[src/rtl/operand_entry.sv]
// rtl/operand_entry.sv - two-digit operand entry: button sync, debounce, edge detect, entry FSM
// Optional feature macro: BCD_CHECK_EN (reject digits above 9 and flag entry_err).
module operand_entry #(
    parameter int DEBOUNCE_CYCLES = 16
) (
    input  logic       clk,
    input  logic       rst_n,
    input  logic [3:0] sw,
    input  logic       enter_btn,
    input  logic       clear_btn,
    output logic [3:0] nib_lo,
    output logic [3:0] nib_hi,
    output logic       operand_valid,
    output logic       load_pulse,
    output logic [1:0] entry_state,
    output logic       entry_err
);

    localparam int CW = (DEBOUNCE_CYCLES > 1) ? $clog2(DEBOUNCE_CYCLES) : 1;
    localparam logic [CW-1:0] CNT_MAX = CW'(DEBOUNCE_CYCLES - 1);

    typedef enum logic [1:0] {
        EMPTY     = 2'd0,
        HIGH_HELD = 2'd1,
        FULL      = 2'd2,
        UNUSED    = 2'd3
    } state_t;

    // Bit 0 carries the enter button, bit 1 the clear button.
    logic [1:0]    sync1;
    logic [1:0]    sync2;
    logic [1:0]    stable;
    logic [1:0]    stable_d;
    logic [CW-1:0] cnt [2];

    logic   enter_evt;
    logic   clear_evt;
    logic   digit_ok;
    state_t state;

    always_ff @(posedge clk or negedge rst_n) begin
        if (!rst_n) begin
            sync1    <= '0;
            sync2    <= '0;
            stable   <= '0;
            stable_d <= '0;
            cnt[0]   <= '0;
            cnt[1]   <= '0;
        end else begin
            sync1    <= {clear_btn, enter_btn};
            sync2    <= sync1;
            stable_d <= stable;
            for (int i = 0; i < 2; i++) begin
                if (sync2[i] != stable[i]) begin
                    if (cnt[i] == CNT_MAX) begin
                        stable[i] <= sync2[i];
                        cnt[i]    <= '0;
                    end else begin
                        cnt[i] <= cnt[i] + CW'(1);
                    end
                end else begin
                    cnt[i] <= '0;
                end
            end
        end
    end

    assign enter_evt = stable[0] & ~stable_d[0];
    assign clear_evt = stable[1] & ~stable_d[1];

`ifdef BCD_CHECK_EN
    assign digit_ok = (sw <= 4'd9);
`else
    assign digit_ok = 1'b1;
`endif

    // Clear outranks enter; a rejected digit leaves the operand untouched.
    always_ff @(posedge clk or negedge rst_n) begin
        if (!rst_n) begin
            state         <= EMPTY;
            nib_hi        <= '0;
            nib_lo        <= '0;
            operand_valid <= 1'b0;
            load_pulse    <= 1'b0;
        end else begin
            load_pulse <= 1'b0;
            if (clear_evt || state == UNUSED) begin
                state         <= EMPTY;
                nib_hi        <= '0;
                nib_lo        <= '0;
                operand_valid <= 1'b0;
            end else if (enter_evt && digit_ok) begin
                case (state)
                    HIGH_HELD: begin
                        nib_lo        <= sw;
                        operand_valid <= 1'b1;
                        load_pulse    <= 1'b1;
                        state         <= FULL;
                    end
                    default: begin
                        nib_hi        <= sw;
                        nib_lo        <= '0;
                        operand_valid <= 1'b0;
                        state         <= HIGH_HELD;
                    end
                endcase
            end
        end
    end

`ifdef BCD_CHECK_EN
    logic err_q;

    always_ff @(posedge clk or negedge rst_n) begin
        if (!rst_n) begin
            err_q <= 1'b0;
        end else if (clear_evt || state == UNUSED) begin
            err_q <= 1'b0;
        end else if (enter_evt) begin
            err_q <= ~digit_ok;
        end
    end

    assign entry_err = err_q;
`else
    assign entry_err = 1'b0;
`endif

    assign entry_state = state;

endmodule

[config.mk]
export PLATFORM = sky130hd
export DESIGN_NAME = operand_entry
export DESIGN_NICKNAME = d
export VERILOG_FILES = /design/src/rtl/operand_entry.sv
export SDC_FILE = /design/constraint.sdc
export NUM_CORES = 1
export LEC_CHECK = 0
export CORE_MARGIN = 4
export CORE_UTILIZATION = 49
export CTS_CLUSTER_SIZE = 16
export DETAILED_ROUTE_END_ITERATION = 16
export PLACE_DENSITY_LB_ADDON = 0.08
export SYNTH_ARGS = -nofsm -noshare
export SYNTH_HDL_FRONTEND = slang
export SYNTH_SLANG_ARGS = --single-unit
[constraint.sdc]
create_clock -name clk -period 1.4 [get_ports clk]
set_input_delay 0.28 -clock clk [delete_from_list [all_inputs] [get_ports clk]]
set_output_delay 0.28 -clock clk [all_outputs]
set_load 0.03 [all_outputs]
# Yosys cells after proc, flatten, opt, wreduce, memory -nomap -nowiden
# Index checks and enable logic that the tools add are counted.
[classes]
bitwise = 4
n_reduce_logical = 5
muxes = 18
n_eq_ne = 7
add_sub_neg = 2
[op_table]
columns = ["operator", "n"]
rows = [
  ["$mux 4", 10],
  ["$add 4x1->4 const B", 2],
  ["$eq 4x4->1 const B", 2],
  ["$mux 2", 3],
  ["$reduce_and 2->1", 3],
  ["$mux 1", 5],
  ["$and 1x1->1", 2],
  ["$eq 2x1->1 const B", 1],
  ["$eq 2x2->1 const B", 1],
  ["$ne 1x1->1", 2],
  ["$ne 2x2->1 const B", 1],
  ["$not 1->1", 2],
  ["$reduce_bool 2->1", 1],
  ["$logic_or 1x1->1", 1],
]
[word_totals]
input_bits = 8
wordCells = 48
out_inout_bits = 13
register_bits = 28

# Depth between registers and ports, before layout
# Gate-level depths: netlist (run 1).
[logic_depth]
depth_word = 5
ltp_mapped = 4
mapped_depth_nobuf = 4

# Worst setup path after synthesis (run 1)
# Ideal clock, no wire load.
[synth_timing]
path_type = "register to register"
startpoint = "register, netlist name operand_valid"
endpoint = "register nib_lo[0]"
arrival_ns = 1.168
path_buffers = 0
path_stages_with_launch = 4
setup_time_ns = 0.121
synth_period_minus_slack_ns = 1.289
slack_ns = 0.111
required_ns = 1.279
path_cell_list = "dfrtp_1 and2b_1 nor3b_4 a22o_1"
[synth_rtl]
columns = ["element", "line_no", "source"]
rows = [
  ["end signal: assignment", "95", "nib_lo <= sw;"],
  ["end: declaration", "11", "output logic [3:0] nib_lo,"],
]

# Worst setup path after layout (run 1)
[layout_timing]
startpoint = "register nib_hi[1]"
endpoint = "output port nib_hi[1]"
[layout_rtl]
columns = ["element", "line_no", "source"]
rows = [
  ["start: declaration", "12", "output logic [3:0] nib_hi,"],
  ["start signal: assignment", "101", "nib_hi <= sw;"],
]
# No word-level cell between the ends.

==> results of run 1 <==
==> cell type report <==
| class | count | share of cell area, % |
|---|---|---|
| clock buffer | 3 | 1.75 |
| clock inverter | 1 | 0.390 |
| inverter | 2 | 0.585 |
| multi-input combinational | 45 | 27.2 |
| sequential | 27 | 52.6 |
| tap | 27 | 2.63 |
| timing repair buffer | 21 | 14.8 |
==> logic make-up after synthesis <==
kind of cell / synth area share, %
flops: 64.5
simple gates: 13.1
compound gates: 11.9
xor+xnor: 3.34
buf+inv: 2.15
fa+ha+maj: 2.39
mux: 2.15
other cells: 0.358
==> metal layers <==
| layer | track usage, % | wire, um | part of all wire (%) |
|---|---|---|---|
| met3 | 3.54 | 88 | 5.4 |
| met2 | 20.7 | 754 | 46 |
| met4 | 6.22 | 23 | 1.4 |
| met5 | 0 | 0 | 0 |
| met1 | 17.7 | 769 | 47 |
==> metrics by stage <==
step           cells  cell area (sq um)  hold WS [ps]  power [mW]
3_5_place_dp     122               1260           336       0.923
5_1_grt          126               1280           332        1.29
4_1_cts          126               1280           315        1.24
6_report         126               1280           312        1.22
2_1_floorplan     76               1050         -15.6       0.873
3_3_place_gp     122               1260           332       0.919
==> synthesized netlist by cell type, drive strengths merged <==
master | number | area (sq um)
and3b | 1 | 8.76
inv | 2 | 7.51
nand2b | 1 | 6.26
buf | 2 | 15.0
dfrtp | 27 | 676
nor2 | 3 | 11.3
xnor2 | 4 | 35.0
and2b | 1 | 7.51
a22o | 8 | 70.1
a211oi | 1 | 12.5
nand4b | 2 | 17.5
nor2b | 3 | 26.3
nor3 | 1 | 5.00
nand3 | 2 | 10.0
ha | 2 | 25.0
mux2 | 2 | 22.5
a21oi | 5 | 25.0
conb | 1 | 3.75
nor3b | 4 | 41.3
a21o | 1 | 7.51
o21ai | 2 | 10.0
nand2 | 1 | 3.75
==> registers in the layout, summed over array words and instances (netlist names) <==
signal	count
stable_d	2
operand_valid	1
sync1	2
entry_state	1
stable	2
nib_hi	4
load_pulse	1
nib_lo	4
sync2	2
cnt	8
==> where the power goes <==
| part | internal, mW | switching, mW |
|---|---|---|
| clock network | 0.107 | 0.213 |
| logic | 0.0418 | 0.0429 |
| registers | 0.802 | 0.0183 |
==> timing repair <==
action                                  in CTS  in global routing
hold endpoints to repair                     0                  0
gates resized for setup                      9                  8
pin swaps                                    0                  0
endpoints found under the setup margin       9                  7
==> worst max-delay path by stage <==
stage,end,slack [ps],depth (start not counted)
floorplan,nib_lo[0]$_DFFE_PN0P_,110,3
global placement,nib_lo[1],120,1
detailed placement,nib_lo[2],110,1
CTS,nib_lo[2],20,1
global route,nib_hi[1],0.8,1
finish,nib_hi[1],50,1
==> results.json, run 1 <==
{
  "critPathMaxStageDelay_ps": 400,
  "critPathTopFamily": "buffers and inverters",
  "clkSinkCount": 27,
  "numPortBuffers": 19,
  "netlist_area_sq_um": 1050,
  "drive_gt1_share_pct": 15.2,
  "wl_per_cell_um": 13.0,
  "endpoint_kind": "output pin",
  "critical_path.startpoint": "nib_hi[1]$_DFFE_PN0P_",
  "synth_cell_type_count": 24,
  "min_period_ps": 1350,
  "arrival_ps": 1070,
  "path_cells": "dlygate4sd2_1",
  "seq_area_frac_synth_pct": 64.5,
  "outcome": "finished, final reports clean",
  "ctsHoldBuffers": 0,
  "ff_latch_area_sq_um": 676,
  "insertion_delay_ps": 320,
  "grt_overflow": 0,
  "rows": 16,
  "timing.rr.end": "nib_hi[3]$_DFFE_PN0P_",
  "drv_slew": 0,
  "final_cell_mix": "dfrtp_1 (27), a22o_1 (8), clkdlybuf4s50_1 (7)",
  "final_antenna_net_count": 0,
  "worst-setup-path-type": "reg2out",
  "start_util_pct": 52.3,
  "die_area_sq_um": 2940,
  "routed_via_density": 5.13,
  "drv_cap": 0,
  "coreArea_sq_um": 2000,
  "htreeDepth": 1,
  "tritoncts": "done",
  "vias": 647,
  "grt_setup_unrepaired": "false",
  "boundaryPins": 21,
  "nNetsFinal": 110,
  "place.gp.congestion": 0.631,
  "crit_slowest_cell": "dlygate4sd2_1",
  "worstPathRequired_ps": 1120,
  "die_x_um": 54.2,
  "routed_wl_um": 1640,
  "clkTransAtPathRegs_ps": 140,
  "min_path_type": "in2async",
  "grt_usage_pct": 13.4,
  "postCtsSetupBuffers": 0,
  "antenna_found_initial": 0,
  "final_util_pct": 64.1,
  "finalClockSkew_ps": 5.43,
  "synth_nets": 86,
  "multi_input_area_sq_um": 349,
  "final_hold_viol_count": 0,
  "tns_ps": 0,
  "syn_area_per_cell_sq_um": 13.8,
  "fmax_ghz": 0.739,
  "die_y_um": 54.2,
  "place_ws_ps": 113,
  "numCtsBuffers": 3,
  "syn_inst": 76,
  "cellLeakagePower_nw": 0.606,
  "layout_setup_ws_ps": 47.1,
  "critPathMaxFanout": 2,
  "rr_startpoint": "entry_state[0]$_DFFE_PN0P_",
  "grt_max_degree": 28,
  "grt_pass1_vias": 593,
  "root_buffer": "clkbuf_4",
  "grt_pass1_wl_um": 2740,
  "antenna_cells": 0,
  "drt-initial-drc-count": 1,
  "power_density_nw_per_um2": 954,
  "finalCritPeriodShare_pct": 96.6,
  "setup_viol": 0,
  "rr_worst_depth": 3,
  "cp-start-kind": "flip-flop",
  "clk_path_buf_depth": 2,
  "synth.ff_latch_count": 27,
  "dpl.hpwl_um": 1260,
  "vdd_drop_max_mv": 0.660,
  "fillerInstances": 160,
  "r2r_setup_slack_ps": 140,
  "drc": 0,
  "syn_to_final_growth_pct": 22.6,
  "crit_buf_inv": 1,
  "firstDrtPassIters": 3,
  "yosys_warnings": 0,
  "final_common_cell": "dfrtp_1"
}
Note: power is estimated with default switching activity, not from simulation.
==> run 2: changes to the inputs <==
--- a/config.mk
+++ b/config.mk
@@ -5,6 +5,7 @@
 export SDC_FILE = /design/constraint.sdc
 export NUM_CORES = 1
 export LEC_CHECK = 0
+export CORE_ASPECT_RATIO = 0.8
 export CORE_MARGIN = 4
 export CORE_UTILIZATION = 49
 export CTS_CLUSTER_SIZE = 16
==> run 2 against run 1 <==
Effect of this change:
- first-iteration DRC count rose to 10 times the previous value
- critical endpoint is now nib_hi[0]
- fmax up 0.72%
- largest cell class unchanged
- highest routed layer is now met3
- register-to-register slack worse by 20 ps
- combinational power up 0.5%
- via count up 0.62%
- design area down 1.5%
- core utilization up 0.35 points
- largest power group unchanged
- worst setup slack better by 9.6 ps
- die area up 0.16%
- clock power up 4%
- routed wire length up 16%
==> results.json, run 2 (same netlist as run 1, synthesis figures left out) <==
{
  "fmax_ghz": 0.744,
  "grt_overflow": 0,
  "clk_path_buf_depth": 2,
  "top_regs": "cnt x8, nib_hi x4, nib_lo x4",
  "clkPwrFrac_pct": 26.9,
  "worst-setup-path-type": "reg2out",
  "final_common_cell": "dfrtp_1",
  "nNetsFinal": 110,
  "largest-register": "cnt",
  "dp.cells": 119,
  "combinationalPowerShare_pct": 6.9,
  "outcome": "finished, final reports clean",
  "cp-start-kind": "flip-flop",
  "grt_pass1_vias": 646,
  "p_seq_share_pct": 66.2,
  "intPower_uw": 952,
  "switching_share_pct": 23.3,
  "place_ws_ps": 98.5,
  "path_cells": "clkdlybuf4s15_1",
  "finalPower_mw": 1.24,
  "p_sw_uw": 289,
  "antenna_found_initial": 0,
  "clkSinkCount": 27,
  "die_x_um": 59.7,
  "syn_to_final_growth_pct": 20.8,
  "drv_cap": 0,
  "root_buffer": "clkbuf_4",
  "endpoint_kind": "output pin",
  "grt_max_degree": 28,
  "clkTransAtPathRegs_ps": 150,
  "final_antenna_net_count": 0,
  "routed_wl_um": 1890,
  "antenna_cells": 0,
  "critPathTopFamily": "flip-flops",
  "vdd_drop_max_mv": 1.04,
  "vias": 651,
  "fillerInstances": 171,
  "drive_gt1_share_pct": 21.2,
  "boundaryPins": 21,
  "grt_pass1_wl_um": 3040,
  "cellLeakagePower_nw": 0.600,
  "min_path_type": "in2async",
  "layout_setup_ws_ps": 56.7,
  "tns_ps": 0,
  "coreArea_sq_um": 1960,
  "instances_no_fill": 123,
  "worstPathRequired_ps": 1120,
  "insertion_delay_ps": 320,
  "dpl.hpwl_um": 1420,
  "grt_setup_unrepaired": "false",
  "crit_buf_inv": 1,
  "place.gp.congestion": 0.693,
  "drt-initial-drc-count": 10,
  "finalClockSkew_ps": 14.2,
  "design_area_sq_um": 1260,
  "power_density_nw_per_um2": 981,
  "numCtsBuffers": 3,
  "final_cell_mix": "dfrtp_1 (27), a22o_1 (8), clkdlybuf4s50_1 (7)",
  "critPathMaxFanout": 2,
  "setup_viol": 0,
  "firstDrtPassIters": 2,
  "final_hold_viol_count": 0,
  "wl_per_cell_um": 15.4,
  "tritoncts": "done",
  "ctsHoldBuffers": 0,
  "die_y_um": 49.4,
  "arrival_ps": 1060,
  "finalCritPeriodShare_pct": 95.9,
  "grt_usage_pct": 13.6,
  "place_area_sq_um": 1260,
  "drv_slew": 0,
  "rows": 14,
  "critPathMaxStageDelay_ps": 410,
  "routed_via_density": 5.29,
  "htreeDepth": 1,
  "min_period_ps": 1340,
  "numPortBuffers": 19,
  "largest_reg_flops": 8,
  "die_area_sq_um": 2950,
  "multi_input_area_sq_um": 354,
  "crit_slowest_cell": "dfrtp_1",
  "drc": 0,
  "ff_latch_area_sq_um": 676,
  "start_util_pct": 53.4
}
-- run 2: metal layers --
metal  GRT usage, %  wire (um)  vias up
li1               -          -      316
met1           18.6        906      323
met2           21.6        906       12
met3           4.76         81        0
met4           1.11          0        0
met5              0          0        -
-- run 2: power by group through the flow --
stage,Sequential [mW],Clock [mW],Combinational (mW)
after floorplan,0.836,0,0.0372
after global placement,0.834,0,0.0850
after detailed placement,0.837,0,0.0885
after CTS,0.822,0.351,0.0878
after global routing,0.825,0.382,0.0945
final,0.822,0.334,0.0851
-- run 2: through the flow --
stage	hold slack, ps	utilization (%)
after floorplan	-15.6	-
after global placement	337	64.2
after detailed placement	338	64.2
after CTS	322	65.2
after global routing	319	64.5
final	311	64.5
-- run 2: layout make-up --
| type | count | area share, % |
|---|---|---|
| Clock buffer | 3 | 1.78 |
| Clock inverter | 1 | 0.593 |
| Inverter | 2 | 0.593 |
| Multi-Input combinational cell | 45 | 28.0 |
| Sequential cell | 27 | 53.4 |
| Tap cell | 24 | 2.37 |
| Timing Repair Buffer | 21 | 13.3 |
-- run 2: what timing repair did --
action,in CTS,in global routing
setup buffers,0,0
gates cloned,0,0
endpoints found under the setup margin,9,10
pin swaps,0,0
resized for setup,10,15
-- run 2: final timing paths --
path	cells past startpoint	end	slack, ps	startpoint
setup / recovery	1	nib_hi[0]	60	nib_hi[0]$_DFFE_PN0P_
hold / removal	2	cnt[3]$_DFF_PN0_	310	rst_n
setup reg to reg	3	stable[1]$_DFFE_PN0P_	120	cnt[0]$_DFF_PN0_
hold reg to reg	0	sync2[0]$_DFF_PN0_	370	sync1[0]$_DFF_PN0_
max in group asynchronous	2	stable[0]$_DFFE_PN0P_	820	rst_n
min in group clk	0	sync2[0]$_DFF_PN0_	370	sync1[0]$_DFF_PN0_
==> run 3: changes to the inputs <==
--- a/config.mk
+++ b/config.mk
@@ -11,6 +11,7 @@
 export CTS_CLUSTER_SIZE = 16
 export DETAILED_ROUTE_END_ITERATION = 16
 export PLACE_DENSITY_LB_ADDON = 0.08
+export REMOVE_ABC_BUFFERS = 1
 export SYNTH_ARGS = -nofsm -noshare
 export SYNTH_HDL_FRONTEND = slang
 export SYNTH_SLANG_ARGS = --single-unit
==> run 3 against run 2 <==
Effect of this change:
- register-to-register slack improved by 30 ps
- design area rose by 0.89%
- worst hold slack got worse by 2.4 ps
- via count rose by 2.0%
- critical path type unchanged
- largest cell class unchanged
- highest routed layer is now met4
==> results.json, run 3 (same netlist as run 1, synthesis figures left out) <==
{
  "nNetsFinal": 112,
  "min_period_ps": 1340,
  "start_util_pct": 53.4,
  "boundaryPins": 21,
  "numPortBuffers": 19,
  "finalClockSkew_ps": 5.13,
  "dpl.hpwl_um": 1380,
  "grt_pass1_wl_um": 2980,
  "die_x_um": 59.7,
  "worst-setup-path-type": "reg2out",
  "top_regs": "cnt x8, nib_hi x4, nib_lo x4",
  "drv_cap": 0,
  "grt_overflow": 0,
  "grt_max_degree": 28,
  "critPathMaxFanout": 2,
  "worstPathRequired_ps": 1120,
  "grt_usage_pct": 13.7,
  "wl_per_cell_um": 14.1,
  "routed_wl_um": 1760,
  "critPathTopFamily": "flip-flops",
  "final_cell_mix": "dfrtp_1 (27), a22o_1 (8), clkdlybuf4s50_1 (7), buf_4 (7)",
  "die_area_sq_um": 2950,
  "place_area_sq_um": 1270,
  "combinationalPowerShare_pct": 7.1,
  "insertion_delay_ps": 320,
  "final_antenna_net_count": 0,
  "crit_buf_inv": 1,
  "outcome": "finished, final reports clean",
  "firstDrtPassIters": 3,
  "drt-initial-drc-count": 13,
  "clkTransAtPathRegs_ps": 140,
  "drv_slew": 0,
  "final_hold_viol_count": 0,
  "numCtsBuffers": 3,
  "critPathMaxStageDelay_ps": 400,
  "routed_via_density": 5.31,
  "tritoncts": "done",
  "root_buffer": "clkbuf_4",
  "clkPwrFrac_pct": 26.2,
  "cellLeakagePower_nw": 0.613,
  "vias": 664,
  "tns_ps": 0,
  "fmax_ghz": 0.747,
  "place.gp.congestion": 0.731,
  "largest_reg_flops": 8,
  "postCtsSetupBuffers": 0,
  "switching_share_pct": 22.6,
  "drive_gt1_share_pct": 20.8,
  "syn_to_final_growth_pct": 21.9,
  "finalCritPeriodShare_pct": 95.6,
  "htreeDepth": 1,
  "clk_path_buf_depth": 2,
  "arrival_ps": 1060,
  "design_area_sq_um": 1280,
  "die_y_um": 49.4,
  "cp-start-kind": "flip-flop",
  "crit_slowest_cell": "dfrtp_1",
  "intPower_uw": 951,
  "largest-register": "cnt",
  "antenna_found_initial": 0,
  "coreArea_sq_um": 1960,
  "vdd_drop_max_mv": 0.870,
  "clkSinkCount": 27,
  "grt_setup_unrepaired": "false",
  "min_path_type": "in2async",
  "fillerInstances": 170,
  "drc": 0,
  "ctsHoldBuffers": 0,
  "setup_viol": 0,
  "final_common_cell": "dfrtp_1",
  "path_cells": "clkdlybuf4s15_1",
  "finalPower_mw": 1.23,
  "grt_pass1_vias": 664,
  "p_sw_uw": 278,
  "p_seq_share_pct": 66.7,
  "antenna_cells": 0,
  "endpoint_kind": "output pin",
  "power_density_nw_per_um2": 963,
  "rows": 14
}
==> run 3: timing repair <==
action / 4_1_cts / 5_1_grt
gates cloned: 0 / 0
setup endpoints to repair: 9 / 8
gates resized for setup: 10 / 12
==> run 3: cell type report <==
| class | count | area [sq um] | share of cell area [%] |
|---|---|---|---|
| Tap cell | 24 | 30.0 | 2.35 |
| Clock buffer | 3 | 22.5 | 1.76 |
| Clock inverter | 1 | 5.00 | 0.392 |
| Multi-Input combinational cell | 45 | 349 | 27.4 |
| Sequential cell | 27 | 676 | 52.9 |
| Inverter | 2 | 7.51 | 0.588 |
| Timing Repair Buffer | 23 | 186 | 14.6 |
==> run 3: routing by layer <==
layer	wire length, um	GRT usage [%]	part of all wire [%]
met3	99	5.29	5.6
met2	842	21.0	48
met1	810	17.5	46
met5	0	0	0
met4	12	4.43	0.68
==> run 3: power groups by stage <==
stage | registers, mW | logic, mW | clock network, mW
global placement | 0.833 | 0.0876 | 0
global route | 0.824 | 0.0997 | 0.365
floorplan | 0.836 | 0.0350 | 0
finish | 0.820 | 0.0872 | 0.323
detailed placement | 0.835 | 0.0902 | 0
CTS | 0.820 | 0.0898 | 0.336
==> run 3: metrics by stage <==
| stage | setup slack (ps) | cells | utilization [%] | hold WS (ps) |
|---|---|---|---|---|
| final | 61.0 | 125 | 65.1 | 308 |
| after global routing | 3.44 | 125 | 65.1 | 319 |
| after CTS | 0.435 | 125 | 65.9 | 315 |
| after detailed placement | 102 | 121 | 65.0 | 337 |
| after global placement | 118 | 121 | 65.0 | 333 |
| after floorplan | -74.2 | 74 | - | -15.6 |
==> run 3: path summary, 6_finish.rpt <==
| kind | from | to | cells after the start | slack (ps) |
|---|---|---|---|---|
| max | nib_hi[3]$_DFFE_PN0P_ | nib_hi[3] | 1 | 60 |
| min | rst_n | nib_hi[0]$_DFFE_PN0P_ | 2 | 310 |
| max reg2reg | stable[1]$_DFFE_PN0P_ | nib_lo[1]$_DFFE_PN0P_ | 3 | 150 |
| min reg2reg | sync1[1]$_DFF_PN0_ | sync2[1]$_DFF_PN0_ | 0 | 360 |
| max in group asynchronous | rst_n | operand_valid$_DFFE_PN0P_ | 2 | 840 |
| min in group clk | sync1[1]$_DFF_PN0_ | sync2[1]$_DFF_PN0_ | 0 | 360 |
==> patch (config.mk and constraints of run 3) <==
The option `BCD_CHECK_EN` is turned on by a define.
--- a/src/rtl/operand_entry.sv
+++ b/src/rtl/operand_entry.sv
@@ -1,5 +1,7 @@
 // rtl/operand_entry.sv - two-digit operand entry: button sync, debounce, edge detect, entry FSM
 // Optional feature macro: BCD_CHECK_EN (reject digits above 9 and flag entry_err).
+`define BCD_CHECK_EN
+
 module operand_entry #(
     parameter int DEBOUNCE_CYCLES = 16
 ) (
Check against the original RTL: no difference found for any inputs over 10 cycles, from zero or initial values and one cycle with rst_n low; that may be too few to reach the edited logic, so the function may still have changed.
==> patch against run 3 <==
Global-route usage is 3.4 points higher. Routed wire length grew 44%. Utilization is 3.8 points higher. Worst setup slack got worse by 4.7 ps. Synthesized cell count is 39% higher. Cell area up 21%. Synthesized area is 16% higher. Sequential cell count increased by 1. Critical path type is now input port to register. Critical endpoint is now nib_hi[1].
Power is not compared: it rests on default switching activity, and its combinational part moved more than twofold at a synthesized area within 25%.
==> patch: results (changes against run 3) <==
* Outcome: finished, final reports clean (unchanged)
* Sum of met2 wire segment lengths after detailed routing: 1320 um (was 842 um)
- The source of the critical timing path is sw[2] (was nib_hi[3]).
- The total wire length after detailed routing came to 2540 um (was 1760 um).
- Number of buffers inserted by port buffering: 20 (was 19)
- Worst reg2reg setup slack: 90 ps (was 150 ps)
- The data arrival time of the critical path was 1590 ps (was 1060 ps).
- The post-detailed-route via-to-cell ratio was 5.83 (was 5.31).
- The portion of the post-synthesis area used by sequential elements is 57.9% (was 64.5%).
- Standard cell area after detailed placement: 1490 um2 (was 1270 um2)
- The global placement routability congestion was 0.813 (was 0.731).
- The worst stage delay on the critical path is 420 ps (was 400 ps).
* Number of violations reported at the end of detailed-routing iteration 0: 54 (was 13)
- Global-route wire length before repair: 4420 um (was 2980 um)
- The global routing met1 resource utilization came to 17.9% (was 17.5%).
- Final-stage net count: 149 (was 112)
- The highest clock rate came to 0.744 GHz (was 0.747 GHz).
- The filler cell count was 184 (was 170).
* Mux cell area share after synthesis: 1.86% (was 2.15%)
- List of most frequent post-synthesis cells: 28 x sky130_fd_sc_hd__dfrtp_1, 9 x sky130_fd_sc_hd__a21oi_1, 9 x sky130_fd_sc_hd__nand2_1 (was 27 x sky130_fd_sc_hd__dfrtp_1, 8 x sky130_fd_sc_hd__a22o_1, 5 x sky130_fd_sc_hd__a21oi_1)
* Synthesized-area fraction occupied by adder cells: 2.07% (was 2.39%)
- The number of placed instances, taps included is 157 (was 121).
- The hold slack came to 275 ps (was 308 ps).
- The maximum fanout along the worst path is 6 (was 2).
* Dpl hpwl: 1830 um (was 1380 um)
- Gate family responsible for the most delay along the worst path: compound AO/OA/AOI/OAI gates (was flip-flops)
- Cells taking the most area after synthesis: sky130_fd_sc_hd__dfrtp_1 58%, sky130_fd_sc_hd__a21oi_1 3.7%, sky130_fd_sc_hd__a32o_1 3.3% (was sky130_fd_sc_hd__dfrtp_1 65%, sky130_fd_sc_hd__a22o_1 6.7%, sky130_fd_sc_hd__xnor2_1 3.3%).
## patch: cell types whose count changed in the layout (fill, tap and decap cells not counted), sizes merged, moves of 3 or more
cell	delta
nor2b	+3
a32o	+4
o21ai	+4
nand2	+8
a22o	-8
buf	+8
clkbuf	+3
a21oi	+5
## patch: cell type report
type	count	area (um2)	share of cell area, %
inverters	3	11.3	0.726
clock inverters	1	30.0	1.94
multi-input cells	71	493	31.8
repair buffers	32	260	16.8
clock buffers	3	22.5	1.45
flip-flops and latches	28	702	45.3
well taps	25	31.3	2.02
## patch: cells by family (layout without fill, tap and decap cells)
kind of cell | Yosys count | after routing
DFF | 28 | 28
AOI/OAI and AO/OA | 26 | 26
xor gates and xnor gates | 4 | 4
adders and majority gates | 2 | 2
and+or+nand+nor | 37 | 37
muxes | 2 | 2
buffers and inverters | 7 | 39
## patch: repair_timing
item | CTS | global route
setup endpoints to repair | 12 | 15
resized for setup | 20 | 16
hold buffers | 0 | 0
setup buffers | 0 | 2
